`config.mk`:
```
export PLATFORM = sky130hd
export DESIGN_NAME = asd_conv_arbiter
export DESIGN_NICKNAME = d
export VERILOG_FILES = /design/src/rtl/asd_conv_arbiter.sv
export SDC_FILE = /design/constraint.sdc
export NUM_CORES = 1
export LEC_CHECK = 0
export BUFFER_PORTS_ARGS = -buffer_cell sky130_fd_sc_hd__buf_2
export CAP_MARGIN = 40
export CORE_AREA = 2 2 68 76
export DETAILED_ROUTE_END_ITERATION = 8
export DIE_AREA = 0 0 70 78
export PLACE_DENSITY = 0.78
export SLEW_MARGIN = 20
export SYNTH_ARGS = -nofsm -noshare
export SYNTH_HDL_FRONTEND = slang
export SYNTH_SLANG_ARGS = --single-unit
```
`constraint.sdc`:
```
create_clock -name clk_i -period 1.9 [get_ports clk_i]
set_clock_uncertainty 0.2 [all_clocks]
set_input_delay 0.19 -clock clk_i [delete_from_list [all_inputs] [get_ports clk_i]]
set_output_delay 0.19 -clock clk_i [all_outputs]
set_load 0.01 [all_outputs]
```
`src/rtl/asd_conv_arbiter.sv`:
```
// Round-robin arbiter sharing one ASD/CSD conversion engine among N_REQ requesters, with watchdog abort.
// Latency: grant 1 cycle after req seen in IDLE; response 1 cycle after conv_done; engine held until done.
module asd_conv_arbiter #(
    parameter int N_REQ   = 4,
    parameter int WIDTH   = 8,
    parameter int RES_W   = 18,
    parameter int CNT_W   = 4,
    parameter int TIMEOUT = 64
) (
    input  logic                       clk_i,
    input  logic                       reset_i,
    input  logic [N_REQ-1:0]           req_i,
    input  logic [N_REQ*WIDTH-1:0]     req_data_i,
    output logic [N_REQ-1:0]           ack_o,
    output logic                       resp_valid_o,
    output logic [$clog2(N_REQ)-1:0]   resp_id_o,
    output logic [RES_W-1:0]           resp_result_o,
    output logic [CNT_W-1:0]           resp_nz_o,
    output logic                       resp_err_o,
    output logic                       busy_o,
    output logic                       conv_start_o,
    output logic [WIDTH-1:0]           conv_operand_o,
    output logic                       conv_rst_o,
    input  logic                       conv_done_i,
    input  logic [RES_W-1:0]           conv_result_i,
    input  logic [CNT_W-1:0]           conv_nz_i
);
    localparam int ID_W  = $clog2(N_REQ);
    localparam int TMR_W = $clog2(TIMEOUT);

    typedef enum logic [1:0] {S_IDLE, S_BUSY, S_RESP} state_t;

    state_t            state_q, state_d;
    logic [ID_W-1:0]   id_q, id_d, last_id_q, last_id_d;
    logic [WIDTH-1:0]  op_q, op_d;
    logic [TMR_W-1:0]  tmr_q, tmr_d;
    logic [ID_W-1:0]   rid_q, rid_d;
    logic [RES_W-1:0]  rres_q, rres_d;
    logic [CNT_W-1:0]  rnz_q, rnz_d;
    logic              rerr_q, rerr_d;

    logic              win_vld;
    logic [ID_W-1:0]   win_id;
    logic [ID_W-1:0]   cand_id;
    logic [WIDTH-1:0]  win_op;
    int                cand;

    // Search starts just after the last served requester so a requester holding req waits its turn.
    always_comb begin
        win_vld = 1'b0;
        win_id  = '0;
        cand    = 0;
        cand_id = '0;
        for (int k = 1; k <= N_REQ; k++) begin
            cand = int'(last_id_q) + k;
            if (cand >= N_REQ) cand = cand - N_REQ;
            cand_id = ID_W'(cand);
            if (!win_vld && req_i[cand_id]) begin
                win_vld = 1'b1;
                win_id  = cand_id;
            end
        end
        win_op = '0;
        for (int k = 0; k < N_REQ; k++) begin
            if (win_id == ID_W'(k)) win_op = req_data_i[k*WIDTH +: WIDTH];
        end
    end

    always_comb begin
        state_d   = state_q;
        id_d      = id_q;
        last_id_d = last_id_q;
        op_d      = op_q;
        tmr_d     = tmr_q;
        rid_d     = rid_q;
        rres_d    = rres_q;
        rnz_d     = rnz_q;
        rerr_d    = rerr_q;
        case (state_q)
            S_IDLE: begin
                if (win_vld) begin
                    id_d    = win_id;
                    op_d    = win_op;
                    tmr_d   = '0;
                    state_d = S_BUSY;
                end
            end
            S_BUSY: begin
                tmr_d = tmr_q + 1'b1;
                // A done arriving on the last watchdog cycle still counts as a good result.
                if (conv_done_i) begin
                    rid_d   = id_q;
                    rres_d  = conv_result_i;
                    rnz_d   = conv_nz_i;
                    rerr_d  = 1'b0;
                    state_d = S_RESP;
                end else if (tmr_q == TMR_W'(TIMEOUT - 1)) begin
                    rid_d   = id_q;
                    rres_d  = '0;
                    rnz_d   = '0;
                    rerr_d  = 1'b1;
                    state_d = S_RESP;
                end
            end
            S_RESP: begin
                last_id_d = id_q;
                state_d   = S_IDLE;
            end
            default: state_d = S_IDLE;
        endcase
    end

    always_ff @(posedge clk_i) begin
        if (reset_i) begin
            state_q   <= S_IDLE;
            id_q      <= '0;
            last_id_q <= ID_W'(N_REQ - 1);
            op_q      <= '0;
            tmr_q     <= '0;
            rid_q     <= '0;
            rres_q    <= '0;
            rnz_q     <= '0;
            rerr_q    <= 1'b0;
        end else begin
            state_q   <= state_d;
            id_q      <= id_d;
            last_id_q <= last_id_d;
            op_q      <= op_d;
            tmr_q     <= tmr_d;
            rid_q     <= rid_d;
            rres_q    <= rres_d;
            rnz_q     <= rnz_d;
            rerr_q    <= rerr_d;
        end
    end

    // Pulses and the start level are masked by reset so a discarded job never reaches the requester.
    assign busy_o         = (state_q != S_IDLE);
    assign conv_start_o   = (state_q == S_BUSY) && !reset_i;
    assign resp_valid_o   = (state_q == S_RESP) && !reset_i;
    assign conv_rst_o     = reset_i || ((state_q == S_RESP) && rerr_q);
    assign conv_operand_o = op_q;
    assign resp_id_o      = rid_q;
    assign resp_result_o  = rres_q;
    assign resp_nz_o      = rnz_q;
    assign resp_err_o     = rerr_q;

    always_comb begin
        ack_o = '0;
        for (int k = 0; k < N_REQ; k++) begin
            if (resp_valid_o && (id_q == ID_W'(k))) ack_o[k] = 1'b1;
        end
    end

endmodule

```
Word level (Yosys, flattened, before mapping)
Index checks and enable logic that the tools add are counted. W data, S select, Z words.

Register bits after elaboration: 45. Output and inout bits: 41. Word-level logic and storage cells: 104.

Add/sub/neg operators: 9. Mux-type cells: 42. Magnitude comparators: 8. Equality and inequality tests: 11. Reductions and logical operators: 25.

Operator list (number): $mux W18 (2); $mux W8 (4); $mux W2 (13); $mux W1 (14); $lt A2 B3 Y1 const B (4); $pmux W6 S2 (1); $eq A2 B2 Y1 const B (5); $logic_and A1 B1 Y1 (10); $ge A3 B3 Y1 const B (3); $bmux W1 S2 (4); $mux W4 (2); $reduce_and A2 Y1 (4); $sub A2 B1 Y2 const B (4); $add A2 B2 Y3 const B (2); $add A6 B1 Y6 const B (1); $eq A2 B1 Y1 const B (3); $eq A6 B6 Y1 const B (1); $logic_not A2 Y1 (3); $mux W6 (1); $reduce_bool A2 Y1 (3); $add A2 B3 Y4 const B (1); $ge A4 B3 Y1 const B (1); $logic_not A1 Y1 (4); $pmux W2 S2 (1); 4 further kinds (4).

Depth between registers and ports, before layout
Word-level depth: 20. Depth in mapped cells: 7.

Least setup slack after synthesis
OpenSTA, ideal clock, no wires.

Path kind: register to register. Start: register state_q[1]. End: register op_q[0], in the netlist conv_operand_o[0]. Path slack: 0.190 ns. Arrival time: 1.436 ns. Cell stages (with the launch flop): 6. Required time: 1.627 ns. Path buffers: 0. Setup time: 0.073 ns. Clock period less this slack: 1.710 ns. Path through: dfxtp_1 or2_4 or3_1 a211oi_2 o21ai_1 o211ai_2.

Cells in the longest elaborated chain, start to end: 2.

Ends and longest elaborated chain: start: declaration (RTL line 33) `state_t state_q, state_d;`; start signal: assignment (RTL line 125) `state_q <= state_d;`; $logic_not A2 Y1 (RTL line 79) `case (state_q)`; $reduce_and A2 Y1 (no line); end signal: assignment (RTL line 128) `op_q <= op_d;`; end: declaration (RTL line 35) `logic [WIDTH-1:0] op_q, op_d;`.

No other way between the ends. A chain may end at the register's enable or synchronous reset.

Worst setup path in the final report
Start: register last_id_q[0]. End: register op_q[0], in the netlist conv_operand_o[0].

Cells in the longest elaborated chain, start to end: 20. Elaborated cells between the ends (all ways): 47.

Ends and longest elaborated chain: start: declaration (RTL line 34) `logic [ID_W-1:0] id_q, id_d, last_id_q, last_id_d;`; start signal: assignment (RTL line 117) `last_id_q <= ID_W'(N_REQ - 1);`; start signal: assignment (RTL line 127) `last_id_q <= last_id_d;`; $add A2 B1 Y3 (RTL line 55) `cand = int'(last_id_q) + k;`; $ge A3 B3 Y1 or $sub A2 B1 Y2 (tied branches) (RTL line 56) `if (cand >= N_REQ) cand = cand - N_REQ;`; $mux W2 (RTL line 56); $bmux W1 S2 (RTL line 58) `if (!win_vld && req_i[cand_id]) begin`; $mux W1 (not written as such) (RTL line 58); $mux W1 (RTL line 58); $logic_not A1 Y1 (RTL line 58); $logic_and A1 B1 Y1 (RTL line 58); $mux W1 (RTL line 58); $logic_not A1 Y1 (RTL line 58); $logic_and A1 B1 Y1 (RTL line 58); $mux W1 (RTL line 58); $logic_not A1 Y1 (RTL line 58); $logic_and A1 B1 Y1 (RTL line 58); $mux W2 (RTL line 58); $logic_not A2 Y1 (RTL line 65) `if (win_id == ID_W'(k)) win_op = req_data_i[k*WIDTH +: WIDTH];`; $mux W8 (4 in a row) (RTL line 65).

Several ways; a longest one is shown, not always the timed one. The select of a mux whose other input is x is not followed.

==> flow_metrics.tcl <==
set metrics [dict create \
    status "finished, final reports clean" \
    async_flop_share_pct 0 \
    postRouteAntennaNets 0 \
    worstMarginPinSlew_ps 472 \
    avgRoutedWirePerCell_um 13.7 \
    pwr-share-seq_pct 50.4 \
    vias 2252 \
    ys_types 39 \
    cts_tree "built" \
    grt-ovfl-total 0 \
    ys_ff_latch 45 \
    finalSetupViolCount 0 \
    cap_violations 0 \
    swShare_pct 27.6 \
    maxSlewViolCount 0 \
    top_level_ports 102 \
    postSynthAreaPerCell_um2 8.84 \
    numCtsBuffers 5 \
    finalCritPeriodShare_pct 96.6 \
    drc 0 \
    grt_max_degree 44 \
    synth-seq-area-share_pct 42.8 \
    clock_sinks 45 \
    drt-total-wl_mm 5.80 \
    p_clk_share_pct 25.3 \
    crit_path_end_kind "flop" \
    nNetsFinal 430 \
    crit_slowest_cell "o22ai_1" \
    dpl.hpwl_mm 3.93 \
    criticalPathCategory "reg2reg" \
    clk_latency_ps 290 \
    p_per_area_mw_per_mm2 672 \
    p_sw_uw 572 \
    cpPeakStageDelay_ps 350 \
    finalWorstSetupSlack_ps 63.7 \
    synth_area_mm2 0.00210 \
    grt_pass1_wl_mm 9.56 \
    cp_cell_sequence "nand2b_1, o22ai_1, a21oi_1, or2_0, buf_4, o211ai_2" \
    cts-root-buf "clkbuf_8" \
    cts_max_level 2 \
    fin_crit_ps 1840 \
    relSlewSlack_pct 68.3 \
    coreArea_mm2 0.00462 \
    final_util_pct 66.8 \
    die-width_um 70 \
    synth_edf_count 0 \
    rows 26 \
    drive_gt1_share_pct 36.8 \
    ys.flop_type "dfxtp_1" \
    cp_top_family "compound AO/OA/AOI/OAI gates" \
    dp.cells 389 \
    drtIter0Drc 102 \
    place_ws_ps 40.6 \
    required_ps 1920 \
    hold_slack_ps 4.62 \
    syn_to_final_growth_pct 46.7 \
    hold_viol_final 0 \
    p_comb_share_pct 24.3 \
    grt_antenna_before_repair 0 \
    leakagePower_uw 0.00144 \
    cp_num_buf_inv 1 \
    peakVddDrop_mv 0.267 \
    fmax_mhz 545 \
    globalRouteTotalUtil_pct 21.4 \
    p_int_uw 1500 \
    drtPass1Iterations 4 \
    diodes 0 \
    gp_congestion 0.829 \
    arrival_ps 1850 \
    synth_nets 300 \
    ys.warnings.count 0 \
    fp.dieH_um 78 \
    instances_no_fill 423 \
    synthCells 238 \
    final_common_cell "buf_2" \
    start_kind "flop" \
    clkSlewWorstSetupHoldPaths_ps 80 \
    dieArea_mm2 0.00546 \
    cp_max_fo 8 \
    start_util_pct 45.5 \
    viasPerCell 5.32 \
    final_cell_mix "buf_2 (101), dfxtp_1 (45), nor2_1 (42)" \
    portBuffers 101 \
    cts_buffer_depth 2 \
    p_total_uw 2070 \
    hp-class "in2reg" \
    grt_pass1_vias 2080 \
]
Yosys cell counts (all sizes together), types with 4 or more instances:
cell type | count | share of area, %
clkbuf | 10 | 1.8
dfxtp | 45 | 43
o21ai | 13 | 3.3
nor2 | 43 | 7.7
nand2b | 5 | 1.5
a21oi | 8 | 1.9
o31a | 8 | 3.3
a22oi | 22 | 7.9
buf | 6 | 1.7
and4 | 8 | 3.3
o211ai | 8 | 4.8
nand2 | 13 | 2.3
mux2i | 11 | 5.2
and2 | 4 | 1.2
stage by stage:
| step | instance area (um^2) | TNS (ps) |
|---|---|---|
| after CTS | 3050 | 0 |
| after floorplan | 2100 | 0 |
| after detailed placement | 2690 | 0 |
| final | 3090 | 0 |
| after global routing | 3090 | -88.6 |
| after global placement | 2690 | 0 |
kinds of logic after synthesis:
logic type | share of synthesized area [%]
simple gates | 21.6
compound gates | 25.9
flops | 42.8
buf+inv | 3.87
mux | 5.24
fa+ha+maj | 0.595
sequential cells by signal (all words and copies together) (netlist names):
register,count
resp_id_o,2
state_q,2
tmr_q,6
last_id_q,2
resp_nz_o,4
resp_err_o,1
resp_result_o,18
conv_operand_o,8
id_q,2
worst min-delay path: cells and delay by family:
kind / cells / cell delay, ps
AO/OA/AOI/OAI: 1 / 130
buffers and inverters: 1 / 80
multiplexers: 1 / 70
worst paths after layout:
| check | startpoint | end | slack [ps] | depth (start not counted) |
|---|---|---|---|---|
| max | last_id_q[0] | conv_operand_o[0] | 60 | 6 |
| min | req_data_i[1] | conv_operand_o[1] | 5 | 3 |
| max reg2reg | last_id_q[0] | conv_operand_o[0] | 60 | 6 |
| min reg2reg | conv_operand_o[6] | conv_operand_o[6] | 270 | 2 |
final cells by class:
| type | instances | area (um^2) |
|---|---|---|
| flip-flops and latches | 45 | 901 |
| multi-input cells | 175 | 1160 |
| clock buffers | 5 | 68.8 |
| fillers | 384 | 1530 |
| repair buffers | 139 | 877 |
| well taps | 56 | 70.1 |
| inverters | 2 | 7.51 |
| clock inverters | 1 | 5.00 |
power by group through the flow:
stage	Combinational (uW)	Clock (uW)	Sequential (uW)
2_1_floorplan	247	0	1080
3_3_place_gp	442	0	1060
3_5_place_dp	445	0	1070
4_1_cts	492	546	1040
5_1_grt	557	589	1050
6_report	505	524	1040
per-layer routing:
metal | share of wire [%] | up-vias | routed length (um) | global-route usage (%)
li1 | - | 1125 | - | -
met1 | 41 | 1018 | 2380 | 26.2
met2 | 49 | 99 | 2850 | 36.2
met3 | 7.9 | 10 | 460 | 5.19
met4 | 1.8 | 0 | 106 | 8.08
met5 | 0 | - | 0 | 0
timing repair:
action,in CTS,in global routing
resized for setup,0,8
setup endpoints to repair,0,31
endpoints found under the hold margin,25,0
hold buffers,28,0
buffers inserted,0,0
(Power assumes the default switching activity.)
